## src/rtl/uart_tx.sv

```systemverilog
// UART transmit serializer: start, even parity, 8 data bits LSB-first, stop, then idle guard.
// Optional build macro UART_TX_PARITY_INJECT_EN adds i_injectParityErr to invert one frame's parity.
module uart_tx #(
    parameter int unsigned clksPerBit = 16,
    parameter int unsigned guardClks  = clksPerBit / 2 + 4
) (
    input  logic       i_clkTx,
    input  logic       i_rstN,
    input  logic       i_txValid,
`ifdef UART_TX_PARITY_INJECT_EN
    input  logic       i_injectParityErr,
`endif
    input  logic [7:0] i_txByte,
    output logic       o_txReady,
    output logic       o_txBit,
    output logic       o_txBusy,
    output logic       o_txDone
);

    typedef enum logic [2:0] {
        s_idleTx   = 3'd0,
        s_startTx  = 3'd1,
        s_parityTx = 3'd2,
        s_dataTx   = 3'd3,
        s_stopTx   = 3'd4,
        s_guardTx  = 3'd5
    } tx_state_e;

    localparam logic [7:0] BitLast   = 8'(clksPerBit - 1);
    localparam logic [7:0] GuardLast = (guardClks == 0) ? 8'd0 : 8'(guardClks - 1);
    localparam bit         HasGuard  = (guardClks != 0);

    tx_state_e  state_q, state_d;
    logic [7:0] clk_cnt_q, clk_cnt_d;
    logic [2:0] bit_idx_q, bit_idx_d;
    logic [7:0] shift_q, shift_d;
    logic       parity_q, parity_d;
    logic       tx_bit_q, tx_bit_d;
    logic       busy_q, busy_d;
    logic       done_q, done_d;
    logic       ready_q, ready_d;
    logic       inject;
    logic       bit_end;

`ifdef UART_TX_PARITY_INJECT_EN
    assign inject = i_injectParityErr;
`else
    assign inject = 1'b0;
`endif

    assign bit_end = (clk_cnt_q == BitLast);

    always_comb begin
        state_d   = state_q;
        clk_cnt_d = clk_cnt_q;
        bit_idx_d = bit_idx_q;
        shift_d   = shift_q;
        parity_d  = parity_q;
        tx_bit_d  = tx_bit_q;
        busy_d    = busy_q;
        ready_d   = ready_q;
        done_d    = 1'b0;

        case (state_q)
            s_idleTx: begin
                tx_bit_d = 1'b1;
                busy_d   = 1'b0;
                ready_d  = 1'b1;
                if (i_txValid && ready_q) begin
                    state_d   = s_startTx;
                    shift_d   = i_txByte;
                    parity_d  = (^i_txByte) ^ inject;
                    clk_cnt_d = 8'd0;
                    bit_idx_d = 3'd0;
                    tx_bit_d  = 1'b0;
                    busy_d    = 1'b1;
                    ready_d   = 1'b0;
                end
            end
            s_startTx: begin
                if (bit_end) begin
                    clk_cnt_d = 8'd0;
                    state_d   = s_parityTx;
                    tx_bit_d  = parity_q;
                end else begin
                    clk_cnt_d = clk_cnt_q + 8'd1;
                end
            end
            s_parityTx: begin
                if (bit_end) begin
                    clk_cnt_d = 8'd0;
                    bit_idx_d = 3'd0;
                    state_d   = s_dataTx;
                    tx_bit_d  = shift_q[0];
                end else begin
                    clk_cnt_d = clk_cnt_q + 8'd1;
                end
            end
            s_dataTx: begin
                if (bit_end) begin
                    clk_cnt_d = 8'd0;
                    shift_d   = shift_q >> 1;
                    if (bit_idx_q == 3'd7) begin
                        state_d  = s_stopTx;
                        tx_bit_d = 1'b1;
                    end else begin
                        bit_idx_d = bit_idx_q + 3'd1;
                        // Next bit is the one about to shift into position 0.
                        tx_bit_d  = shift_q[1];
                    end
                end else begin
                    clk_cnt_d = clk_cnt_q + 8'd1;
                end
            end
            s_stopTx: begin
                tx_bit_d = 1'b1;
                if (bit_end) begin
                    clk_cnt_d = 8'd0;
                    if (HasGuard) begin
                        state_d = s_guardTx;
                    end else begin
                        state_d = s_idleTx;
                        done_d  = 1'b1;
                        busy_d  = 1'b0;
                        ready_d = 1'b1;
                    end
                end else begin
                    clk_cnt_d = clk_cnt_q + 8'd1;
                end
            end
            s_guardTx: begin
                tx_bit_d = 1'b1;
                if (clk_cnt_q == GuardLast) begin
                    clk_cnt_d = 8'd0;
                    state_d   = s_idleTx;
                    done_d    = 1'b1;
                    busy_d    = 1'b0;
                    ready_d   = 1'b1;
                end else begin
                    clk_cnt_d = clk_cnt_q + 8'd1;
                end
            end
            default: begin
                state_d   = s_idleTx;
                clk_cnt_d = 8'd0;
                bit_idx_d = 3'd0;
                tx_bit_d  = 1'b1;
                busy_d    = 1'b0;
                ready_d   = 1'b1;
            end
        endcase
    end

    always_ff @(posedge i_clkTx or negedge i_rstN) begin
        if (!i_rstN) begin
            state_q   <= s_idleTx;
            clk_cnt_q <= 8'd0;
            bit_idx_q <= 3'd0;
            shift_q   <= 8'd0;
            parity_q  <= 1'b0;
            tx_bit_q  <= 1'b1;
            busy_q    <= 1'b0;
            done_q    <= 1'b0;
            ready_q   <= 1'b1;
        end else begin
            state_q   <= state_d;
            clk_cnt_q <= clk_cnt_d;
            bit_idx_q <= bit_idx_d;
            shift_q   <= shift_d;
            parity_q  <= parity_d;
            tx_bit_q  <= tx_bit_d;
            busy_q    <= busy_d;
            done_q    <= done_d;
            ready_q   <= ready_d;
        end
    end

    assign o_txReady = ready_q;
    assign o_txBit   = tx_bit_q;
    assign o_txBusy  = busy_q;
    assign o_txDone  = done_q;

`ifndef SYNTHESIS
    a_ready_not_busy: assert property (@(posedge i_clkTx) disable iff (!i_rstN)
        !(ready_q && busy_q));
    a_done_single: assert property (@(posedge i_clkTx) disable iff (!i_rstN)
        done_q |=> !done_q);
`endif

endmodule
```

## config.mk

```make
export PLATFORM = sky130hd
export DESIGN_NAME = uart_tx
export DESIGN_NICKNAME = d
export VERILOG_FILES = /design/src/rtl/uart_tx.sv
export SDC_FILE = /design/constraint.sdc
export NUM_CORES = 1
export LEC_CHECK = 0
export ABC_AREA = 1
export CORE_ASPECT_RATIO = 0.7
export CORE_MARGIN = 3
export CORE_UTILIZATION = 40
export CTS_BUF_LIST = sky130_fd_sc_hd__clkbuf_8
export DETAILED_ROUTE_END_ITERATION = 7
export MAX_ROUTING_LAYER = met4
export SLEW_MARGIN = 40
export SYNTH_ARGS = -nofsm -noshare
export SYNTH_HDL_FRONTEND = slang
export SYNTH_SLANG_ARGS = --single-unit
```

## constraint.sdc

```tcl
create_clock -name i_clkTx -period 1.74 [get_ports i_clkTx]
set_input_delay 0.435 -clock i_clkTx [delete_from_list [all_inputs] [get_ports i_clkTx]]
set_output_delay 0.435 -clock i_clkTx [all_outputs]
set_load 0.01 [all_outputs]
```

==> flow_metrics.py <==
metrics = {
    "sta": {
        "hold_slack_ns": 0.4766,
        "maxClockFrequency_mhz": 627.3,
        "post_layout_worst_setup_margin_ns": 0.1457,
        "timing_max_transition_violations_final": 0,
        "worst_slew_pin_slew_ns": 0.3555,
        "post-route-period-util_pct": 91.62,
        "finClkSkew_ns": 0.004523,
        "report.final.hold_viol_count": 0,
        "worst_slew_margin_rel_pct": 76.30,
        "fin_crit_ns": 1.594,
        "finalSetupTns_ns": 0,
        "rsz0062_at_grt": "false",
        "finalSetupViolations": 0,
    },
    "global_route": {
        "grtUsageMet3_pct": 3.610,
        "busiest_layer": "met1",
        "grt_met1_usage_pct": 23.00,
        "grt_antenna_before_repair": 0,
        "grt_remaining_overflow": 0,
        "grt_pass1_wl_um": 6044,
        "grt_met2_use_pct": 20.46,
        "grt_max_degree": 28,
        "grt_util_all_layers_pct": 15.22,
        "vias_in_the_first_global_route": 1275,
    },
    "clock_network": {
        "tritoncts.num_buffers": 3,
        "cts_htree_levels": 1,
        "clock_sink_count": 27,
        "cts.root.buffer_cell": "sky130_fd_sc_hd__clkbuf_8",
        "clock_tree_from_tritoncts": "yes",
        "cts_buffer_depth": 2,
        "clk-insertion-delay-late_ns": 0.27,
        "worst_setup_hold_path_clk_slew_ns": 0.09,
    },
    "cells_and_area": {
        "area.sequential_sq_um": 678.2,
        "multi_input_comb_area_sq_um": 962.2,
        "syn_to_final_growth_pct": 16.94,
        "non_filler_cell_area_final_sq_um": 2056,
        "drive_gt1_share_pct": 19.35,
        "nFillCells": 384,
        "antenna_cells_inserted": 0,
        "num-nets-final": 263,
        "utilization_pct": 50.57,
    },
    "drt": {
        "detail_route.drc_violations": 0,
        "avgRoutedWirePerCell_um": 11.39,
        "drt_iter0_markers": 76,
        "firstDrtPassIters": 4,
        "routed_wire_length_um": 3416,
        "via_count": 1420,
        "vias_per_cell": 4.733,
        "drtAntennaViolNets": 0,
    },
    "critical_path": {
        "worstReg2RegStart": "clk_cnt_q[0]",
        "worstReg2RegEnd": "clk_cnt_q[5]",
        "critPathArrivalTime_ns": 1.16,
        "regToRegSetupSlack_ns": 0.16,
        "worst_setup_path_start_kind": "flip-flop",
        "timing.critical_path.to_type": "output pin",
        "critPathTopFamily": "buffers and inverters",
        "cp_slowest_stage_delay_ns": 0.54,
        "cp.required_ns": 1.30,
        "r2r.worst_path.cells": 8,
        "crit_buf_inv": 1,
        "critical_path_maximum_fanout": 2,
        "timing.critical_path.cells": "clkdlybuf4s50_1",
        "path_class": "flip-flop to output pin",
        "cpMaxStageDelayCell": "sky130_fd_sc_hd__clkdlybuf4s50_1",
    },
    "run_status": {
        "status": "complete, no violations",
    },
    "logic_synthesis": {
        "synthesized_area_fraction_occupied_by_adder_cells_pct": 2.135,
        "combinational_family_with_the_most_area_after_synthesis": "simple AND/OR/NAND/NOR gates",
        "synth.most_common_cell": "sky130_fd_sc_hd__nand2_1",
        "synth_cell_types": 32,
        "synth_async_sr_flop_share_pct": 100.0,
        "post_synth_inst_count": 224,
        "yosys_most_used_dff": "sky130_fd_sc_hd__dfrtp_1",
        "ys_seq_elements": 27,
        "post_synth_mux_area_share_pct": 0.5694,
        "synth_top_cells_by_area": "sky130_fd_sc_hd__dfrtp_1 36%, sky130_fd_sc_hd__nand2_1 14%, sky130_fd_sc_hd__nor2_1 5.3%",
        "synth_area_sq_um": 1758,
        "synth_top_area_share_pct": 35.59,
        "synth.net_count": 238,
        "yosysWarnings": 0,
        "yosys.area_share.xor_xnor_pct": 5.480,
        "synth_top_cell_by_area": "sky130_fd_sc_hd__dfrtp_1",
        "number_of_flops_mapped_to_enable_cells_by_yosys": 0,
        "synth-compound-area-share_pct": 9.253,
        "ys_top_cells_by_count": "66 x sky130_fd_sc_hd__nand2_1, 25 x sky130_fd_sc_hd__dfrtp_1, 25 x sky130_fd_sc_hd__nor2_1, 16 x sky130_fd_sc_hd__inv_1, 14 x sky130_fd_sc_hd__o21ai_0",
        "post_synthesis_simple_gate_area_fraction_pct": 36.58,
        "synthesis.area_per_instance_sq_um": 7.848,
        "synth_sequential_area_ratio_pct": 38.58,
    },
    "floorplanning": {
        "die_area_sq_um": 5239,
        "start_util_pct": 43.24,
        "die_x_um": 85.24,
        "fp.dieH_um": 61.47,
        "ioPinCount": 15,
        "placementRows": 19,
        "design.core.area_sq_um": 4065,
    },
    "power_and_ir_drop": {
        "netSwitchingFraction_pct": 22.31,
        "vdd_ir_drop_max_mv": 0.3732,
        "p_sw_uw": 237.7,
        "power.internal_uw": 827.4,
        "combPwrFrac_pct": 8.2,
        "power_leakage_uw": 0.0009515,
        "power_density_cells_nw_per_um2": 518.1,
        "power.share.sequential_pct": 58.9,
        "share_of_total_power_in_the_clock_network_pct": 33.0,
    },
    "place": {
        "postPlaceCellArea_sq_um": 1993,
        "io_buffers": 14,
        "place_worst_setup_slack_ns": -0.02850,
        "hpwl_um": 2612,
        "gp_congestion": 0.8857,
    },
    "hold_path": {
        "timing.hold.worst_endpoint": "o_txBusy",
        "worstHoldPathCells": 2,
        "hp-class": "flip-flop to flip-flop",
        "min-delay-start": "o_txBusy",
    },
    "flow_run": {
        "max_cap_violations": 0,
    },
}
==> how the worst max path moves through the flow <==
stage / start / slack, ns / cells past startpoint / end
floorplan: o_txReady / 0.31 / 9 / shift_q[5]
global placement: i_txValid / -0.02 / 9 / bit_idx_q[2]
detailed placement: i_txValid / -0.03 / 10 / shift_q[4]
CTS: clk_cnt_q[0] / 0.10 / 8 / clk_cnt_q[5]
global route: state_q[1] / 0.006 / 9 / clk_cnt_q[5]
finish: o_txBusy / 0.15 / 1 / o_txBusy
==> cell type report <==
type                       instances  share of cell area [%]
sequential                        27                   32.99
tap                               52                   3.165
clock buffer                       3                   2.009
timing repair buffer              24                   10.96
clock inverter                     1                  0.1826
multi-input combinational        173                   46.80
inverter                          20                   3.895
==> flip-flops by register name (all words and copies together), names as in the netlist <==
register / flops
state_q: 3
o_txReady: 1
parity_q: 1
clk_cnt_q: 8
o_txBit: 1
shift_q: 8
bit_idx_q: 3
o_txDone: 1
o_txBusy: 1
==> power groups by stage <==
stage / Sequential [uW] / Clock [uW] / Combinational [uW]
finish: 627 / 351 / 86.9
global route: 627 / 396 / 98.5
floorplan: 640 / 0 / 36.1
detailed placement: 639 / 0 / 89.0
global placement: 639 / 0 / 89.4
CTS: 627 / 371 / 89.5
==> logic make-up (layout without fill, tap and decap cells) <==
kind of cell             count (synthesis)  in the layout
AND/OR/NAND/NOR                        130            130
flip-flops                              27             27
multiplexers                             1              1
adder cells (fa/ha/maj)                  3              3
XOR/XNOR                                11             11
AO/OA/AOI/OAI                           28             28
buffers and inverters                   24             48
==> placed cells by master (no fill, tap or decap), types with 2 or more instances in the layout <==
cell	n
sky130_fd_sc_hd__nand3_4	2
sky130_fd_sc_hd__nor2_1	25
sky130_fd_sc_hd__nand2_4	2
sky130_fd_sc_hd__buf_4	9
sky130_fd_sc_hd__inv_2	3
sky130_fd_sc_hd__clkdlybuf4s50_1	12
sky130_fd_sc_hd__xnor2_1	5
sky130_fd_sc_hd__nor2_2	3
sky130_fd_sc_hd__o21ai_1	3
sky130_fd_sc_hd__dfstp_2	2
sky130_fd_sc_hd__dfrtp_1	25
sky130_fd_sc_hd__inv_1	17
sky130_fd_sc_hd__nand2_1	66
sky130_fd_sc_hd__nor2_4	5
sky130_fd_sc_hd__xor2_1	6
sky130_fd_sc_hd__clkbuf_8	3
sky130_fd_sc_hd__ha_1	2
sky130_fd_sc_hd__a21oi_1	4
sky130_fd_sc_hd__nand3_1	13
sky130_fd_sc_hd__dlygate4sd2_1	2
sky130_fd_sc_hd__o21ai_2	5
sky130_fd_sc_hd__nand2_2	8
sky130_fd_sc_hd__o21ai_0	14
==> per-layer routing <==
layer	wire length, um	share of wire, %
met4	19	0.56
met3	160	4.7
met2	1340	39
met5	0	0
met1	1896	56
==> metrics by stage <==
step           instances  total power (uW)
2_1_floorplan        224             675.7
4_1_cts              299              1088
3_5_place_dp         295             728.4
3_3_place_gp         295             728.8
6_report             300              1065
5_1_grt              300              1121
==> what timing repair did <==
item,in CTS,in global routing
pin swaps,0,0
hold endpoints to repair,0,0
setup endpoints to repair,2,8
setup buffers,0,1
gates resized for setup,2,2
hold buffers,0,0
No activity file was read; power rests on OpenSTA's default activity.
